File: src/rtl/move_sequencer_pkg.sv
// Shared types and constants for the register-to-register move sequencer.
package move_sequencer_pkg;

  typedef enum logic [1:0] {
    IDLE  = 2'd0,
    READ  = 2'd1,
    WRITE = 2'd2
  } state_e;

  localparam logic [1:0] MODE_IMM  = 2'b00;
  localparam logic [1:0] MODE_COPY = 2'b10;

  function automatic logic [7:0] onehot8(input logic [2:0] idx);
    return 8'b0000_0001 << idx;
  endfunction

endpackage

File: src/rtl/move_decode.sv
// Combinational instruction decode: mode flags, one-hot slot selects, immediate.
module move_decode
  import move_sequencer_pkg::*;
(
  input  logic [7:0] instr,
  output logic       is_copy,
  output logic       is_imm,
  output logic       is_bad,
  output logic [7:0] src_oh,
  output logic [7:0] dst_oh,
  output logic [5:0] imm6
);

  assign is_copy = (instr[7:6] == MODE_COPY);
  assign is_imm  = (instr[7:6] == MODE_IMM);
  assign is_bad  = !(is_copy || is_imm);
  assign src_oh  = onehot8(instr[5:3]);
  assign dst_oh  = onehot8(instr[2:0]);
  assign imm6    = instr[5:0];

endmodule

File: src/rtl/move_sequencer.sv
// Moves a byte between register slots (copy) or loads an immediate into slot 0,
// driving only the slots' read/write enables and shared input port.
//
// state | meaning
// IDLE  | ready for an instruction; rejected modes pulse bad_op
// READ  | rd_en selects source slot; bus_rd captured at end of cycle
// WRITE | wr_en selects destination slot with wr_data; move_count bumps on exit
module move_sequencer
  import move_sequencer_pkg::*;
#(
  parameter int UUID = 0,
  parameter     NAME = ""
) (
  input  logic       clk,
  input  logic       rst,
  input  logic [7:0] instr,
  input  logic       instr_valid,
  output logic       instr_ready,
  input  logic [7:0] bus_rd,
  output logic [7:0] rd_en,
  output logic [7:0] wr_en,
  output logic [7:0] wr_data,
  output logic       bad_op,
  output logic [7:0] move_count
);

  state_e     state_q;
  logic [7:0] rd_en_q;
  logic [7:0] wr_en_q;
  logic [7:0] wr_data_q;
  logic [7:0] dst_oh_q;
  logic       bad_op_q;
  logic [7:0] move_count_q;

  logic       dec_copy;
  logic       dec_imm;
  logic       dec_bad;
  logic [7:0] dec_src_oh;
  logic [7:0] dec_dst_oh;
  logic [5:0] dec_imm6;

  // Identity parameters carry no function in this block.
  logic unused_id;
  assign unused_id = ^{UUID[31:0], (NAME == "")};

  move_decode u_decode (
    .instr   (instr),
    .is_copy (dec_copy),
    .is_imm  (dec_imm),
    .is_bad  (dec_bad),
    .src_oh  (dec_src_oh),
    .dst_oh  (dec_dst_oh),
    .imm6    (dec_imm6)
  );

  // wr_data_q doubles as the data latch: it holds bus_rd from READ through WRITE and beyond.
  always_ff @(posedge clk or negedge rst) begin
    if (!rst) begin
      state_q      <= IDLE;
      rd_en_q      <= 8'h00;
      wr_en_q      <= 8'h00;
      wr_data_q    <= 8'h00;
      dst_oh_q     <= 8'h00;
      bad_op_q     <= 1'b0;
      move_count_q <= 8'h00;
    end else begin
      bad_op_q <= 1'b0;
      case (state_q)
        IDLE: begin
          if (instr_valid) begin
            if (dec_copy) begin
              state_q  <= READ;
              rd_en_q  <= dec_src_oh;
              dst_oh_q <= dec_dst_oh;
            end else if (dec_imm) begin
              state_q   <= WRITE;
              wr_en_q   <= 8'h01;
              wr_data_q <= {2'b00, dec_imm6};
            end else if (dec_bad) begin
              bad_op_q <= 1'b1;
            end
          end
        end
        READ: begin
          state_q   <= WRITE;
          rd_en_q   <= 8'h00;
          wr_en_q   <= dst_oh_q;
          wr_data_q <= bus_rd;
        end
        WRITE: begin
          state_q      <= IDLE;
          wr_en_q      <= 8'h00;
          move_count_q <= move_count_q + 8'd1;
        end
        default: begin
          state_q <= IDLE;
          rd_en_q <= 8'h00;
          wr_en_q <= 8'h00;
        end
      endcase
    end
  end

  assign instr_ready = (state_q == IDLE);
  assign rd_en       = rd_en_q;
  assign wr_en       = wr_en_q;
  assign wr_data     = wr_data_q;
  assign bad_op      = bad_op_q;
  assign move_count  = move_count_q;

endmodule

File: config.mk
export PLATFORM = sky130hd
export DESIGN_NAME = move_sequencer
export DESIGN_NICKNAME = d
export VERILOG_FILES = /design/src/rtl/move_sequencer_pkg.sv /design/src/rtl/move_decode.sv /design/src/rtl/move_sequencer.sv
export SDC_FILE = /design/constraint.sdc
export NUM_CORES = 1
export LEC_CHECK = 0
export CORE_MARGIN = 5
export CORE_UTILIZATION = 45
export CTS_CLUSTER_SIZE = 28
export DETAILED_ROUTE_END_ITERATION = 6
export HOLD_SLACK_MARGIN = 0.06
export PLACE_DENSITY_LB_ADDON = 0.05
export SETUP_SLACK_MARGIN = 0.5
export SYNTH_ARGS = -nofsm -noshare
export SYNTH_HDL_FRONTEND = slang
export SYNTH_SLANG_ARGS = --single-unit
File: constraint.sdc
create_clock -name clk -period 1.55 [get_ports clk]
set_input_delay 0.3875 -clock clk [delete_from_list [all_inputs] [get_ports clk]]
set_output_delay 0.3875 -clock clk [all_outputs]
set_load 0.01 [all_outputs]
==> flow_summary.html <==
<table>
<tr><th>Metric</th><th>Value</th></tr>
<tr><th colspan="2">Floorplanning</th></tr>
<tr><td>Die area</td><td>5610 um^2</td></tr>
<tr><td>Die Y-Extent</td><td>74.9 um</td></tr>
<tr><td>Std cell rows</td><td>23</td></tr>
<tr><td>Area of the core region</td><td>4030 um^2</td></tr>
<tr><td>Width of the chip</td><td>74.9 um</td></tr>
<tr><td>Ports placed on the boundary</td><td>53</td></tr>
<tr><td>Starting density of the core</td><td>47.0%</td></tr>
<tr><th colspan="2">STA</th></tr>
<tr><td>Slew at the pin with the worst max-slew slack</td><td>0.418 ns</td></tr>
<tr><td>Setup repair after global routing missed its margin</td><td>yes</td></tr>
<tr><td>Number of max-slew violations in the final report</td><td>0</td></tr>
<tr><td>Slew margin rel.</td><td>72.1%</td></tr>
<tr><td>Final Hold Vio Count</td><td>0</td></tr>
<tr><td>Minimum clock period after layout</td><td>1.50 ns</td></tr>
<tr><td>Clock skew after layout</td><td>0.00560 ns</td></tr>
<tr><td>Highest achievable clock rate</td><td>665 MHz</td></tr>
<tr><td>Fraction of the cycle the final worst path needs</td><td>97.0%</td></tr>
<tr><td>Count of final setup violators</td><td>0</td></tr>
<tr><td>Hold slack</td><td>0.0228 ns</td></tr>
<tr><th colspan="2">Critical path</th></tr>
<tr><td>Reg-to-reg setup timing slack</td><td>0.05 ns</td></tr>
<tr><td>Critical path cell sequence</td><td>buf_6, nor2b_4, buf_6, mux2_4, mux2_4</td></tr>
<tr><td>Category of the critical setup timing path</td><td>reg -&gt; reg</td></tr>
<tr><td>Startpoint type of the worst setup path</td><td>flop</td></tr>
<tr><td>Reg2reg path depth</td><td>5</td></tr>
<tr><td>Standard cell with the maximum stage delay on the critical path</td><td>dfrtp_2</td></tr>
<tr><td>Arrival time of the worst setup path</td><td>1.68 ns</td></tr>
<tr><td>Reg-to-reg critical path endpoint</td><td>wr_data[1]$_DFFE_PN0P_</td></tr>
<tr><td>Critical register-to-register path startpoint</td><td>state_q[1]$_DFFE_PN0P_</td></tr>
<tr><td>Worst setup EP type</td><td>flop</td></tr>
<tr><td>Delay contributed by the slowest stage of the critical path</td><td>0.44 ns</td></tr>
<tr><td>Maximum fanout encountered on the critical timing path</td><td>5</td></tr>
<tr><td>Required time of the critical path</td><td>1.73 ns</td></tr>
<tr><th colspan="2">Yosys</th></tr>
<tr><td>Most used flip-flop cell after synthesis</td><td>dfrtp_1</td></tr>
<tr><td>Number of enable-type register cells in the synthesized netlist</td><td>0</td></tr>
<tr><td>Share of synthesized registers carrying an async set or reset</td><td>100%</td></tr>
<tr><td>Synthesis-stage register bit count</td><td>43</td></tr>
<tr><td>Number of unique standard cell types used by synthesis</td><td>32</td></tr>
<tr><td>Ys Warns</td><td>0</td></tr>
<tr><td>Post-Syn Nets</td><td>160</td></tr>
<tr><td>Count of mapped cells out of synthesis</td><td>140</td></tr>
<tr><td>Netlist Area Pre-Place</td><td>1900 um^2</td></tr>
<tr><td>Synthesized area per cell</td><td>13.5 um^2</td></tr>
<tr><td>Sequential fraction of the synthesis area</td><td>56.8%</td></tr>
<tr><th colspan="2">Drt</th></tr>
<tr><td>Average vias per placed instance</td><td>5.05</td></tr>
<tr><td>Residual DRC</td><td>0</td></tr>
<tr><td>Post-DRT Antenna Nets</td><td>0</td></tr>
<tr><td>Drt pass-1 iters</td><td>4</td></tr>
<tr><td>Total Wirelength</td><td>4640 um</td></tr>
<tr><td>Number of design-rule violations left by the first detailed-router iteration</td><td>48</td></tr>
<tr><td>Average routed wire per standard cell</td><td>15.6 um</td></tr>
<tr><td>Via count</td><td>1500</td></tr>
<tr><th colspan="2">Job</th></tr>
<tr><td>Count of max-cap constraint violations</td><td>0</td></tr>
<tr><th colspan="2">Final layout</th></tr>
<tr><td>Commonest cells after routing, fill and taps aside</td><td>41 x buf_4, 40 x dfrtp_1, 29 x buf_2</td></tr>
<tr><td>Final standard cell count with taps included and fillers excluded</td><td>297</td></tr>
<tr><td>Fin nets</td><td>266</td></tr>
<tr><td>Fraction of layout instances using a drive strength above 1</td><td>59.1%</td></tr>
<tr><td>Antenna diode instance count</td><td>0</td></tr>
<tr><td>Most common library cell in the layout ignoring fill and taps</td><td>buf_4</td></tr>
<tr><td>Area delta synth-&gt;final</td><td>60.9%</td></tr>
<tr><td>Final standard cell utilization of the core</td><td>75.7%</td></tr>
<tr><th colspan="2">Status</th></tr>
<tr><td>Run status</td><td>completed</td></tr>
<tr><th colspan="2">Clocking</th></tr>
<tr><td>Later-pin clock latency in the skew report</td><td>0.29 ns</td></tr>
<tr><td>Clock-pin slew of the registers on the worst-case setup and hold paths</td><td>0.08 ns</td></tr>
<tr><td>Clock Path Buffers</td><td>2</td></tr>
<tr><td>H-Tree Depth</td><td>2</td></tr>
<tr><td>Number of clock sinks</td><td>43</td></tr>
<tr><td>Master cell of the clock root buffer</td><td>clkbuf_8</td></tr>
<tr><td>Inserted Clock Buffers</td><td>5</td></tr>
<tr><td>CTS tree</td><td>built</td></tr>
<tr><th colspan="2">GRT</th></tr>
<tr><td>Largest net degree at the start of global routing</td><td>28</td></tr>
<tr><td>Aggregate global-route resource usage</td><td>17.2%</td></tr>
<tr><td>Vias in the first global route</td><td>1536</td></tr>
<tr><td>Total grt overflow</td><td>0</td></tr>
<tr><td>Number of antenna violations at the first check in global routing</td><td>0</td></tr>
<tr><td>First-pass GRT wire length</td><td>7400 um</td></tr>
<tr><th colspan="2">Power and ir drop</th></tr>
<tr><td>Total power after layout</td><td>3.31 mW</td></tr>
<tr><td>P per Cell Area</td><td>1090 nW/um^2</td></tr>
<tr><td>Leakage power total</td><td>1.57 nW</td></tr>
<tr><td>Maximum VDD drop</td><td>0.714 mV</td></tr>
<tr><th colspan="2">Placement</th></tr>
<tr><td>Final GP Congestion</td><td>0.775</td></tr>
<tr><td>Port Buffer Count</td><td>52</td></tr>
<tr><td>Final HPWL DP</td><td>3150 um</td></tr>
<tr><td>Placed Cells</td><td>255</td></tr>
<tr><th colspan="2">Worst hold path</th></tr>
<tr><td>Class of the most critical hold timing path</td><td>in -&gt; async</td></tr>
</table>
## through the flow
stage / instance area [um^2] / worst slack [ns] / setup TNS (ns)
floorplan: 1960 / 0.141 / 0
global placement: 2650 / -0.328 / -8.30
detailed placement: 2650 / -0.375 / -10.0
CTS: 2890 / 0.0525 / 0
global route: 3050 / 0.0106 / 0
finish: 3050 / 0.0469 / 0
## critical path: cells and delay by family (launching register included)
kind / cells / cell delay [ns]
buf+inv: 2 / 0.28
flops: 1 / 0.44
mux: 2 / 0.55
simple gates: 1 / 0.13
## per-layer routing
layer | vias to the layer above | GRT usage [%] | part of all wire [%]
met5 | - | 0 | 0
met4 | 0 | 5.53 | 0.95
met3 | 7 | 3.60 | 5.6
met2 | 38 | 29.0 | 50
met1 | 743 | 22.2 | 44
li1 | 712 | - | -
## layout make-up
class	count	area (um^2)
repair buffers	104	858
clock buffers	7	96.3
flip-flops and latches	43	1080
well taps	50	62.6
multi-input cells	88	931
fillers	267	978
clock inverters	1	7.51
inverters	4	15.0
## synth_stat cells, types with 3 or more instances
| master | number | share of area (%) |
|---|---|---|
| buf_6 | 3 | 1.8 |
| nand2_1 | 3 | 0.59 |
| nor3b_1 | 3 | 1.2 |
| xnor2_1 | 4 | 1.8 |
| dfrtp_1 | 43 | 57 |
| xor2_1 | 3 | 1.4 |
| inv_1 | 4 | 0.79 |
| a22o_1 | 9 | 4.2 |
| mux2_2 | 27 | 16 |
| nor3_1 | 5 | 1.3 |
| nor2_1 | 9 | 1.8 |
## sequential cells by signal, summed over array words and instances (netlist names)
name	cells
dst_oh_q	8
move_count	8
rd_en	8
wr_data	8
wr_en	8
state_q	2
bad_op	1
## what timing repair did
action,4_1_cts,5_1_grt
pin swaps,14,4
endpoints found under the hold margin,16,16
resized for setup,167,21
endpoints found under the setup margin,76,76
cloned,0,1
setup buffers,25,8
## logic make-up after synthesis
| group | count (synthesis) | synth area share (%) |
|---|---|---|
| AND/OR/NAND/NOR | 40 | 13.3 |
| buffers and inverters | 9 | 3.37 |
| XOR/XNOR | 7 | 3.23 |
| flip-flops | 43 | 56.8 |
| adder cells (fa/ha/maj) | 1 | 0.660 |
| multiplexers | 29 | 17.4 |
| AO/OA/AOI/OAI | 11 | 5.21 |
## worst max-delay path by stage
| stage | startpoint | to | slack, ns | cells after the start |
|---|---|---|---|---|
| 3_3_place_gp | instr_valid | wr_data[5]$_DFFE_PN0P_ | -0.33 | 4 |
| 6_report | state_q[1]$_DFFE_PN0P_ | wr_data[1]$_DFFE_PN0P_ | 0.05 | 5 |
| 3_5_place_dp | instr_valid | wr_data[4]$_DFFE_PN0P_ | -0.38 | 4 |
| 2_1_floorplan | state_q[1]$_DFFE_PN0P_ | wr_data[5]$_DFFE_PN0P_ | 0.14 | 5 |
| 5_1_grt | state_q[1]$_DFFE_PN0P_ | wr_data[0]$_DFFE_PN0P_ | 0.01 | 5 |
| 4_1_cts | state_q[1]$_DFFE_PN0P_ | wr_data[0]$_DFFE_PN0P_ | 0.05 | 5 |
## report_power, final
part           leakage, nW  internal (mW)  total, mW  switching [mW]
sequential           0.562           1.30       1.41           0.102
clock               0.0505          0.405      0.779           0.374
combinational        0.962          0.675       1.13           0.453
Power figures use the tool's default switching activity.
